`src/rtl/fc_ctrl.sv`:
```
// fc_ctrl: sequences one fully connected layer through a single pe_fc.
// Every neuron takes IN_LEN read slots and then one bias slot. The PE control strobes
// are delayed copies of the issue strobes, lined up with the memory and PE latencies.
module fc_ctrl #(
    parameter int unsigned IN_LEN  = 192,
    parameter int unsigned OUT_LEN = 10,
    parameter int unsigned IN_AW   = 8,
    parameter int unsigned W_AW    = 11,
    parameter int unsigned OUT_AW  = 4
) (
    input  logic              clk,
    input  logic              rst,
    input  logic              start,
    output logic              busy,
    output logic              done,
    output logic              rd_en,
    output logic [IN_AW-1:0]  data_addr,
    output logic [W_AW-1:0]   weight_addr,
    output logic              bias_rd_en,
    output logic [OUT_AW-1:0] bias_addr,
    output logic              pe_en,
    output logic              pe_flush,
    output logic              pe_bias_en,
    output logic              out_valid,
    output logic [OUT_AW-1:0] out_idx
);

    // The slot counter must reach IN_LEN, which marks the bias slot.
    localparam int unsigned KW = $clog2(IN_LEN + 1);
    localparam logic [KW-1:0]     KLast = KW'(IN_LEN);
    localparam logic [OUT_AW-1:0] NLast = OUT_AW'(OUT_LEN - 1);

    typedef enum logic [1:0] {StIdle, StRun, StDrain} state_e;

    state_e            state_q, state_d;
    logic [KW-1:0]     k_q, k_d;
    logic [OUT_AW-1:0] n_q, n_d;
    logic [W_AW-1:0]   w_q, w_d;
    logic              read_slot, bias_slot, rd_next;

    // Delay stages between the issue strobes and the PE controls
    logic              flush_p1_q, en_p1_q;
    logic [OUT_AW-1:0] bias_idx_p2_q;

    // Next-state logic: walk k over read slots plus the bias slot, then advance n
    always_comb begin
        state_d   = state_q;
        k_d       = k_q;
        n_d       = n_q;
        w_d       = w_q;
        read_slot = (state_q == StRun) && (k_q != KLast);
        bias_slot = (state_q == StRun) && (k_q == KLast);
        case (state_q)
            StIdle: begin
                if (start) begin
                    state_d = StRun;
                    k_d     = '0;
                    n_d     = '0;
                    w_d     = '0;
                end
            end
            StRun: begin
                if (read_slot) begin
                    k_d = k_q + 1'b1;
                    w_d = w_q + 1'b1;
                end else begin
                    k_d = '0;
                    if (n_q == NLast) begin
                        state_d = StDrain;
                    end else begin
                        n_d = n_q + 1'b1;
                    end
                end
            end
            StDrain: begin
                // done is the registered pulse that marks the last result
                if (done) begin
                    state_d = StIdle;
                end
            end
            default: state_d = StIdle;
        endcase
        rd_next = (state_d == StRun) && (k_d != KLast);
    end

    // State and counter registers
    always_ff @(posedge clk) begin
        if (rst) begin
            state_q <= StIdle;
            k_q     <= '0;
            n_q     <= '0;
            w_q     <= '0;
        end else begin
            state_q <= state_d;
            k_q     <= k_d;
            n_q     <= n_d;
            w_q     <= w_d;
        end
    end

    // Registered outputs and the control delay pipeline
    always_ff @(posedge clk) begin
        if (rst) begin
            busy          <= 1'b0;
            done          <= 1'b0;
            rd_en         <= 1'b0;
            data_addr     <= '0;
            weight_addr   <= '0;
            bias_rd_en    <= 1'b0;
            bias_addr     <= '0;
            pe_en         <= 1'b0;
            pe_flush      <= 1'b0;
            pe_bias_en    <= 1'b0;
            out_valid     <= 1'b0;
            out_idx       <= '0;
            flush_p1_q    <= 1'b0;
            en_p1_q       <= 1'b0;
            bias_idx_p2_q <= '0;
        end else begin
            busy  <= (state_d != StIdle);
            rd_en <= rd_next;
            if (rd_next) begin
                data_addr   <= IN_AW'(k_d);
                weight_addr <= w_d;
            end
            // Bias read lands one cycle after the bias slot
            bias_rd_en <= bias_slot;
            if (bias_slot) begin
                bias_addr <= n_q;
            end
            // Products reach the accumulator two cycles after their read
            flush_p1_q    <= rd_en && (data_addr == '0);
            en_p1_q       <= rd_en && (data_addr != '0);
            pe_flush      <= flush_p1_q;
            pe_en         <= en_p1_q;
            pe_bias_en    <= bias_rd_en;
            bias_idx_p2_q <= bias_addr;
            out_valid     <= pe_bias_en;
            done          <= pe_bias_en && (bias_idx_p2_q == NLast);
            if (pe_bias_en) begin
                out_idx <= bias_idx_p2_q;
            end
        end
    end

endmodule

```
`config.mk`:
```
export PLATFORM = sky130hd
export DESIGN_NAME = fc_ctrl
export DESIGN_NICKNAME = d
export VERILOG_FILES = /design/src/rtl/fc_ctrl.sv
export SDC_FILE = /design/constraint.sdc
export NUM_CORES = 1
export LEC_CHECK = 0
export CAP_MARGIN = 20
export CORE_AREA = 2 2 97 80
export DETAILED_ROUTE_END_ITERATION = 16
export DIE_AREA = 0 0 99 82
export SYNTH_ARGS = -nofsm -noshare
export SYNTH_HDL_FRONTEND = slang
export SYNTH_SLANG_ARGS = --single-unit
export TNS_END_PERCENT = 100
```
`constraint.sdc`:
```
create_clock -name clk -period 6.4 [get_ports clk]
set_input_delay 0.64 -clock clk [delete_from_list [all_inputs] [get_ports clk]]
set_output_delay 0.64 -clock clk [all_outputs]
set_load 0.01 [all_outputs]
```
==> results of run 1 <==
metrics by stage:
stage	hold WS (ns)	total power, mW	std cells
after floorplan	0.395	0.476	292
after global placement	0.420	0.496	406
after detailed placement	0.424	0.497	406
after CTS	0.440	0.807	422
after global routing	0.453	0.833	422
final	0.430	0.800	422
cells in the final DEF, fill, tap and decap left out, drive strengths merged, types with 2 or more instances in the layout:
cell type and instances:
clkdlybuf4s50 36, nor3 7, clkinv 5, a21oi 19, a22oi 2, or2 2, nor2b 21, nand2b 3
buf 3, and3 2, nor2 28, ha 5, nand2 17, nand3b 3, nand4 4, a211oi 4
clkinvlp 2, xor2 6, o21ai 10, o32ai 2, a31oi 2, nor4 3, clkbuf 10, inv 7
dfxtp 66, mux2i 8, nor3b 2, mux2 11, nand3 13, o21a 3, o211a 2, and2 5
o22a 2
worst max-delay path: stages:
cell	delay (ns)
clkdlybuf4s50_1	0.44
o21bai_1	0.74
a21oi_1	0.14
o22ai_1	0.36
nor4b_4	0.12
a21oi_4	0.55
mux2_2	0.40
Yosys cell counts (3+ instances only):
| master | count | share of area, % |
|---|---|---|
| o21ai_0 | 10 | 1.8 |
| nand2_1 | 17 | 2.3 |
| a21oi_1 | 18 | 3.2 |
| nor2b_1 | 21 | 4.7 |
| inv_1 | 7 | 0.94 |
| mux2_4 | 5 | 2.7 |
| and2_1 | 5 | 1.1 |
| nor2_1 | 28 | 3.7 |
| ha_1 | 5 | 2.2 |
| nor4_1 | 3 | 0.67 |
| nand4_1 | 4 | 0.89 |
| clkbuf_1 | 9 | 1.2 |
| xor2_1 | 6 | 1.9 |
| mux2i_1 | 8 | 2.9 |
| nand3b_1 | 3 | 0.80 |
| dfxtp_1 | 66 | 47 |
| a211oi_1 | 3 | 0.80 |
| nand3_1 | 13 | 2.3 |
| o21a_1 | 3 | 0.80 |
| mux2_2 | 6 | 2.4 |
| nor3_1 | 7 | 1.2 |
layer usage:
layer  wire length [um]  share of wire [%]  vias to the layer above  track usage (%)
met5                  0                  0                        -                0
met4                 55               0.89                        0             5.89
met3                369                5.9                        6             4.26
met2               2660                 43                       67             23.7
met1               3120                 50                     1040             22.5
li1                   -                  -                     1100                -
registers in the layout (all words and copies together) (netlist names), 2 cells and up:
signal         flops
w_q               11
weight_addr       11
data_addr          8
k_q                8
bias_addr          4
bias_idx_p2_q      4
n_q                4
out_idx            4
state_q            2
path summary, 6_finish.rpt:
| path | cells after the start | to | slack (ns) |
|---|---|---|---|
| setup / recovery | 7 | weight_addr[6]$_SDFFE_PP0P_ | 3.24 |
| hold / removal | 1 | done$_SDFF_PP0_ | 0.43 |
| setup reg to reg | 8 | weight_addr[6]$_SDFFE_PP0P_ | 3.38 |
| hold reg to reg | 1 | done$_SDFF_PP0_ | 0.43 |
power by group:
group / internal (mW) / switching (mW)
Clock: 0.151 / 0.162
Sequential: 0.418 / 0.00486
Combinational: 0.0242 / 0.0409
layout make-up:
class                           instances  area share, %
Multi-Input combinational cell        203           40.5
Clock inverter                          6           1.25
Sequential cell                        66           38.8
Timing Repair Buffer                   39           11.2
Clock buffer                           10           4.04
Tap cell                               90           3.31
Inverter                                8          0.882
kinds of logic after synthesis:
logic type	share of synthesized area, %
xor+xnor	1.87
buf+inv	3.83
fa+ha+maj	2.23
mux	7.93
flops	47.1
simple gates	22.4
compound gates	14.7
==> run metrics, run 1 <==
worst slew pin tran=a little over 0.9 ns; share of layout cells above drive strength 1=between 10% and 20%; R2R Path Start=k_q[0]$_SDFF_PP0_; Static Leak=around 1.2 nW; CP Launch Type=input pin; fin util=47.4%; final worst slack=roughly 3.2 ns; Worst Path Arrival=~3.4 ns; pre-CTS WS=about 2.9 ns; IO Port Bufs=37; DP Area=between 3000 and 4000 sq um; root buf cell=clkbuf_8; Post-synth EDFFs=0; clk slew on worst S/H paths=0.08 ns; # Post-CTS Setup Buffers=0; all-layer global routing usage=16.0%; hold_buf cts=0; Synth Cell Area=2810 sq um; antenna violations before repair=0; crit path kind=input pin to flip-flop; Routed WL=slightly above 6000 um; worst-path fanout max=16; # setup viols final=0; ys async rst share=0%; minimum clock period=3.16 ns; Top Ports=38; Die Wd=99 um; Syn Area/Cell=approximately 9.6 sq um; Ant. Diodes=0; max_cap viols=0; Hold Startpoint=bias_idx_p2_q[1]$_SDFF_PP0_; clk_skew=0.00980 ns; Distinct cells, synth=57; grt ovf=0; Synth-to-Final Area Change=21.2%; sequential area share after synthesis=between 40 and 50%; 1st-pass router iterations=4; total negative slack=0 ns; mean routed wirelength per cell=between 10 and 15 um; Clock Latency Late Sink=~0.34 ns; initial core utilization=about two fifths; cell count after synthesis=292; routed vias=2,213; worst relative slew slack=between 30 and 40%; CTS tree=built; cell row count=28; clk sinks=66; Net Count, Synth=300; Iter 0 DRT Violations=slightly above 100; largest net degree at the start of global routing=54; final hold vios=0; most used flip-flop cell after synthesis=dfxtp_1; Multi-input gate area=1380 sq um; htree depth=3; VDD IR-drop max=0.129 mV; P per Cell Area=235 nW/um^2; number of global-route vias before repair=around 2,000; max-slew violations=0; Critical Path End Type=flip-flop; die area=8120 sq um; Placeable Area=between 7000 and 8000 sq um; Via density=5.24; clk buf depth=2; Filler cells=approximately 710; highest clock rate=approximately 0.32 GHz; Hold Crit Class=flip-flop to flip-flop; final instance area=3400 sq um; final worst path period share=between 40% and 50%; net count reported at finish=around 340; first-pass GRT wire length=~10,000 um; DRC errors left=0; RePlAce Congestion=0.781; crit path launch=start; cts repair resizes=0; Reg area=approximately 1300 sq um; unrepaired setup endpoints after global routing=no; status=finished clean; Yosys Warn Count=0; Inserted Clock Buffers=9; Detailed Place HPWL=4270 um; die span in y=slightly above 80 um; flops & latches, synth=66; critical path data required time=around 6.6 ns; ANT nets after route=0
(Power assumes the default switching activity.)
==> run 2: changes to the inputs <==
clock period = 2.9 ns   (was 6.4 ns; I/O delays follow)
==> run metrics, run 2 (synthesis results as in run 1) <==
most frequent cells in the layout=dfxtp_1, clkdlybuf4s50_1, nor2_1; clk buf depth=2; critical path's largest stage delay=about 0.38 ns; Synth-to-Final Area Change=25.9%; highest clock rate=around 0.39 GHz; clk slew on worst S/H paths=~0.080 ns; cell row count=28; root buf cell=clkbuf_8; RePlAce Congestion=roughly 0.8; Hold Crit Class=input pin to flip-flop; final worst path period share=89.2%; net count reported at finish=approximately 350; routed vias=2,238; Inserted Clock Buffers=9; Via density=about 5.2; ANT nets after route=0; share of layout cells above drive strength 1=roughly 15%; mean routed wirelength per cell=14.5 um; Top Ports=38; largest net degree at the start of global routing=34; critical path data required time=about 3.1 ns; die span in y=about 80 um; Iter 0 DRT Violations=114; Ant. Diodes=0; number of global-route vias before repair=2,090; Worst Path Arrival=~2.8 ns; total negative slack=0 ns; Routed WL=roughly 6300 um; P per Cell Area=about 560 nW/um^2; CP cell instances=inv_1 -> ha_1 -> nor3b_2 -> a21oi_1 -> a22oi_1 -> nor4b_4 -> a21oi_4 -> buf_12 -> mux2_4; clk_skew=about 0.012 ns; unrepaired setup endpoints after global routing=no; Worst Path Buf+Inv=2; CP delay by family, top=simple AND/OR/NAND/NOR gates; CTS tree=built; cts repair resizes=0; grt ovf=0; Top Registers=w_q: 11 flops, weight_addr: 11 flops; IO Port Bufs=37; final hold vios=0; clk sinks=66; die area=~8100 sq um; VDD IR-drop max=0.287 mV; worst relative slew slack=between 50% and 60%; # setup viols final=0; status=finished clean; worst slew pin tran=0.669 ns; Detailed Place HPWL=~4400 um; slowest CP cell=nor4b_4; first-pass GRT wire length=10,400 um; minimum clock period=around 2.6 ns; 1st-pass router iterations=4; Min Hold Slack=around 0.35 ns; Die Wd=99 um; CP Launch Type=flip-flop; all-layer global routing usage=roughly 16%; R2R setup slack=about 0.31 ns; Static Leak=between 1 and 1.5 nW; antenna violations before repair=0; max-slew violations=0; initial core utilization=about two fifths; Placeable Area=~7000 sq um; htree depth=3; crit path kind=flip-flop to flip-flop; Clock Latency Late Sink=0.36 ns; max_cap viols=0; DRC errors left=0; worst-path fanout max=15; Critical Path End Type=flip-flop; commonest non-fill, non-tap cell in the layout=dfxtp_1
## run 2: worst register-to-register path: cells and delay by family, from the launching register on
kind                     cells  cell delay [ns]
AO/OA/AOI/OAI                3             0.65
adder cells (fa/ha/maj)      1             0.15
buffers and inverters        2             0.29
flip-flops                   1             0.34
multiplexers                 1             0.31
AND/OR/NAND/NOR              2             0.75
## run 2: what timing repair did
action | in CTS | in global routing
endpoints found under the setup margin | 0 | 11
endpoints found under the hold margin | 0 | 0
setup buffers | 0 | 2
hold buffers | 0 | 0
## run 2: per-stage QoR
| step | worst slack (ns) | area (sq um) | cells | util [%] | power [mW] |
|---|---|---|---|---|---|
| 2_1_floorplan | 0.472 | 2810 | 292 | - | 1.05 |
| 3_3_place_gp | 0.202 | 3280 | 414 | 45.7 | 1.10 |
| 3_5_place_dp | 0.107 | 3280 | 414 | 45.7 | 1.10 |
| 4_1_cts | 0.102 | 3510 | 430 | 48.8 | 1.98 |
| 5_1_grt | 0.0696 | 3530 | 432 | 49.2 | 2.04 |
| 6_report | 0.313 | 3530 | 432 | 49.2 | 1.97 |
## run 2: layout make-up
type | count | area, sq um
inverters | 8 | 30.0
repair buffers | 49 | 468
clock inverters | 7 | 100
flip-flops and latches | 66 | 1320
fillers | 674 | 3650
clock buffers | 9 | 124
multi-input cells | 203 | 1380
well taps | 90 | 113
## run 2: routing by layer
layer / wire length [um] / up-vias / track usage (%)
met5: 0 / - / 0
met4: 78 / 0 / 4.66
met3: 412 / 11 / 6.30
met2: 2660 / 64 / 24.1
met1: 3100 / 1036 / 22.4
li1: - / 1127 / -
## run 2: power breakdown
part / leakage (nW) / total (mW) / internal, mW / switching [mW]
clock: 0.115 / 0.882 / 0.493 / 0.389
combinational: 0.680 / 0.158 / 0.0650 / 0.0928
sequential: 0.534 / 0.933 / 0.921 / 0.0118
total: 1.33 / 1.97 / 1.48 / 0.494
## run 2: path summary, 6_finish.rpt
| check | start | end | cells past startpoint |
|---|---|---|---|
| worst max-delay path | k_q[0]$_SDFF_PP0_ | weight_addr[8]$_SDFFE_PP0P_ | 9 |
| worst min register to register | bias_idx_p2_q[1]$_SDFF_PP0_ | done$_SDFF_PP0_ | 1 |
| worst min-delay path | rst | k_q[6]$_SDFF_PP0_ | 2 |
| worst max register to register | k_q[0]$_SDFF_PP0_ | weight_addr[8]$_SDFFE_PP0P_ | 9 |
==> run 3: changes to the inputs <==
HOLD_SLACK_MARGIN = 0.06   (was unset)
PLACE_DENSITY_LB_ADDON = 0.12   (was unset)
==> run metrics, run 3 (synthesis results as in run 1) <==
status=finished clean; R2R setup slack=approximately 0.35 ns; Synth-to-Final Area Change=26.6%; mean routed wirelength per cell=about 15 um; Clock Latency Late Sink=0.35 ns; largest net degree at the start of global routing=34; CTS tree=built; worst relative slew slack=49.7%; R2R Path Start=k_q[2]$_SDFF_PP0_; Logic pwr share=about 7.7%; hold depth=2; ANT nets after route=0; minimum clock period=around 2.6 ns; Detailed Place HPWL=4340 um; Iter 0 DRT Violations=100; # placed instances=about 410; RR Endpoint=data_addr[3]$_SDFFE_PP0P_; crit path kind=flip-flop to flip-flop; initial core utilization=39.1%; fin util=a little under 50%; antenna violations before repair=0; DRC errors left=0; Filler cells=~670; clk_skew=around 0.011 ns; VDD IR-drop max=between 0.2 and 0.3 mV; unrepaired setup endpoints after global routing=no; Hold Startpoint=rst; P per Cell Area=between 500 and 600 nW/um^2; Layout Cells excl Fill=431; grt ovf=0; clock group share of total power=between 40% and 50%; critical path data required time=about 3.1 ns; worst-path fanout max=7; Placeable Area=between 7000 and 8000 sq um; P_sw=0.451 mW; number of global-route vias before repair=2,051; 1st-pass router iterations=4; most frequent cells in the layout=dfxtp_1, clkdlybuf4s50_1, nor2_1; Reg power frac=about 46%; first-pass GRT wire length=roughly 10,000 um; net count reported at finish=~340; Top Registers=w_q: 11 flops, weight_addr: 11 flops; final worst path period share=88.0%; Reg area=approximately 1300 sq um; Top Ports=38; root buf cell=clkbuf_8; Hold EP=k_q[4]$_SDFF_PP0_; IO Port Bufs=37; internal cell power=between 1.5 and 2 mW; share of layout cells above drive strength 1=between 10% and 20%; highest clock rate=0.392 GHz; Routed WL=roughly 6300 um; routed vias=between 2,000 and 2,500; clk buf depth=2; max-slew violations=0; CP Launch Type=flip-flop; # setup viols final=0; worst slew pin tran=0.745 ns; total negative slack=0 ns; Worst Path Arrival=roughly 2.8 ns; Min Hold Slack=0.342 ns; die area=just over 8000 sq um; final hold vios=0; Multi-input gate area=approximately 1400 sq um; commonest non-fill, non-tap cell in the layout=dfxtp_1; Ant. Diodes=0; worst reg-to-reg path cell count=7; max_cap viols=0; switch share=approximately 22%; hold_buf cts=0; Via density=slightly above 5; Hold Crit Class=input pin to flip-flop; clk slew on worst S/H paths=0.07 ns; Inserted Clock Buffers=9; htree depth=3; die span in y=slightly above 80 um; Static Leak=between 1 and 1.5 nW; Critical Path End Type=flip-flop; RePlAce Congestion=0.838; cell row count=28; all-layer global routing usage=16.5%; clk sinks=66; Die Wd=around 99 um
## run 3: changes by cell type in the layout (fill, tap and decap cells not counted)
cell	delta
clkinv_2	+1
bufinv_16	+1
inv_6	-3
clkinv_4	-1
clkbuf_8	+2
buf_4	-1
## run 3: layout make-up
cell class / instances / area share, %
repair buffers: 48 / 13.0
flip-flops and latches: 66 / 37.2
multi-input cells: 203 / 38.8
clock buffers: 11 / 4.26
well taps: 90 / 3.17
clock inverters: 5 / 2.82
inverters: 8 / 0.845
## run 3: power by group through the flow
stage          Sequential, mW  Clock, mW  Combinational, mW
2_1_floorplan           0.956          0             0.0956
3_3_place_gp            0.953          0              0.148
3_5_place_dp            0.954          0              0.148
4_1_cts                 0.933      0.987              0.150
5_1_grt                 0.935       1.02              0.173
6_report                0.933      0.963              0.157
## run 3: layer usage
| metal | global-route usage (%) | share of wire, % | vias up |
|---|---|---|---|
| met3 | 6.04 | 5.5 | 7 |
| met5 | 0 | 0 | - |
| li1 | - | - | 1121 |
| met4 | 5.34 | 1.1 | 0 |
| met1 | 22.6 | 50 | 1044 |
| met2 | 24.1 | 43 | 51 |
## run 3: timing repair
action                     CTS  global route
setup endpoints to repair    0            12
setup buffers                0             2
resized for setup            0             0
## run 3: per-stage QoR
stage | total power [mW] | cell area, sq um | worst slack, ns
4_1_cts | 2.07 | 3530 | 0.128
2_1_floorplan | 1.05 | 2810 | 0.472
3_5_place_dp | 1.10 | 3280 | 0.0954
6_report | 2.05 | 3550 | 0.348
3_3_place_gp | 1.10 | 3280 | 0.152
5_1_grt | 2.13 | 3550 | 0.0427
## run 3: worst max path at each step
stage | start | to | slack, ns
after floorplan | k_q[0]$_SDFF_PP0_ | data_addr[0]$_SDFFE_PP0P_ | 0.47
after global placement | start | weight_addr[6]$_SDFFE_PP0P_ | 0.15
after detailed placement | start | weight_addr[8]$_SDFFE_PP0P_ | 0.1
after CTS | k_q[0]$_SDFF_PP0_ | weight_addr[0]$_SDFFE_PP0P_ | 0.13
after global routing | k_q[0]$_SDFF_PP0_ | data_addr[3]$_SDFFE_PP0P_ | 0.04
final | k_q[2]$_SDFF_PP0_ | data_addr[3]$_SDFFE_PP0P_ | 0.35
## run 3: critical path, cell delays in order, from the launching register on
cell,delay [ns]
dfxtp_1,0.49
nand3_1,0.26
or4_1,0.53
o211a_2,0.18
nor4b_4,0.38
a21oi_4,0.11
buf_4,0.19
mux2_4,0.29
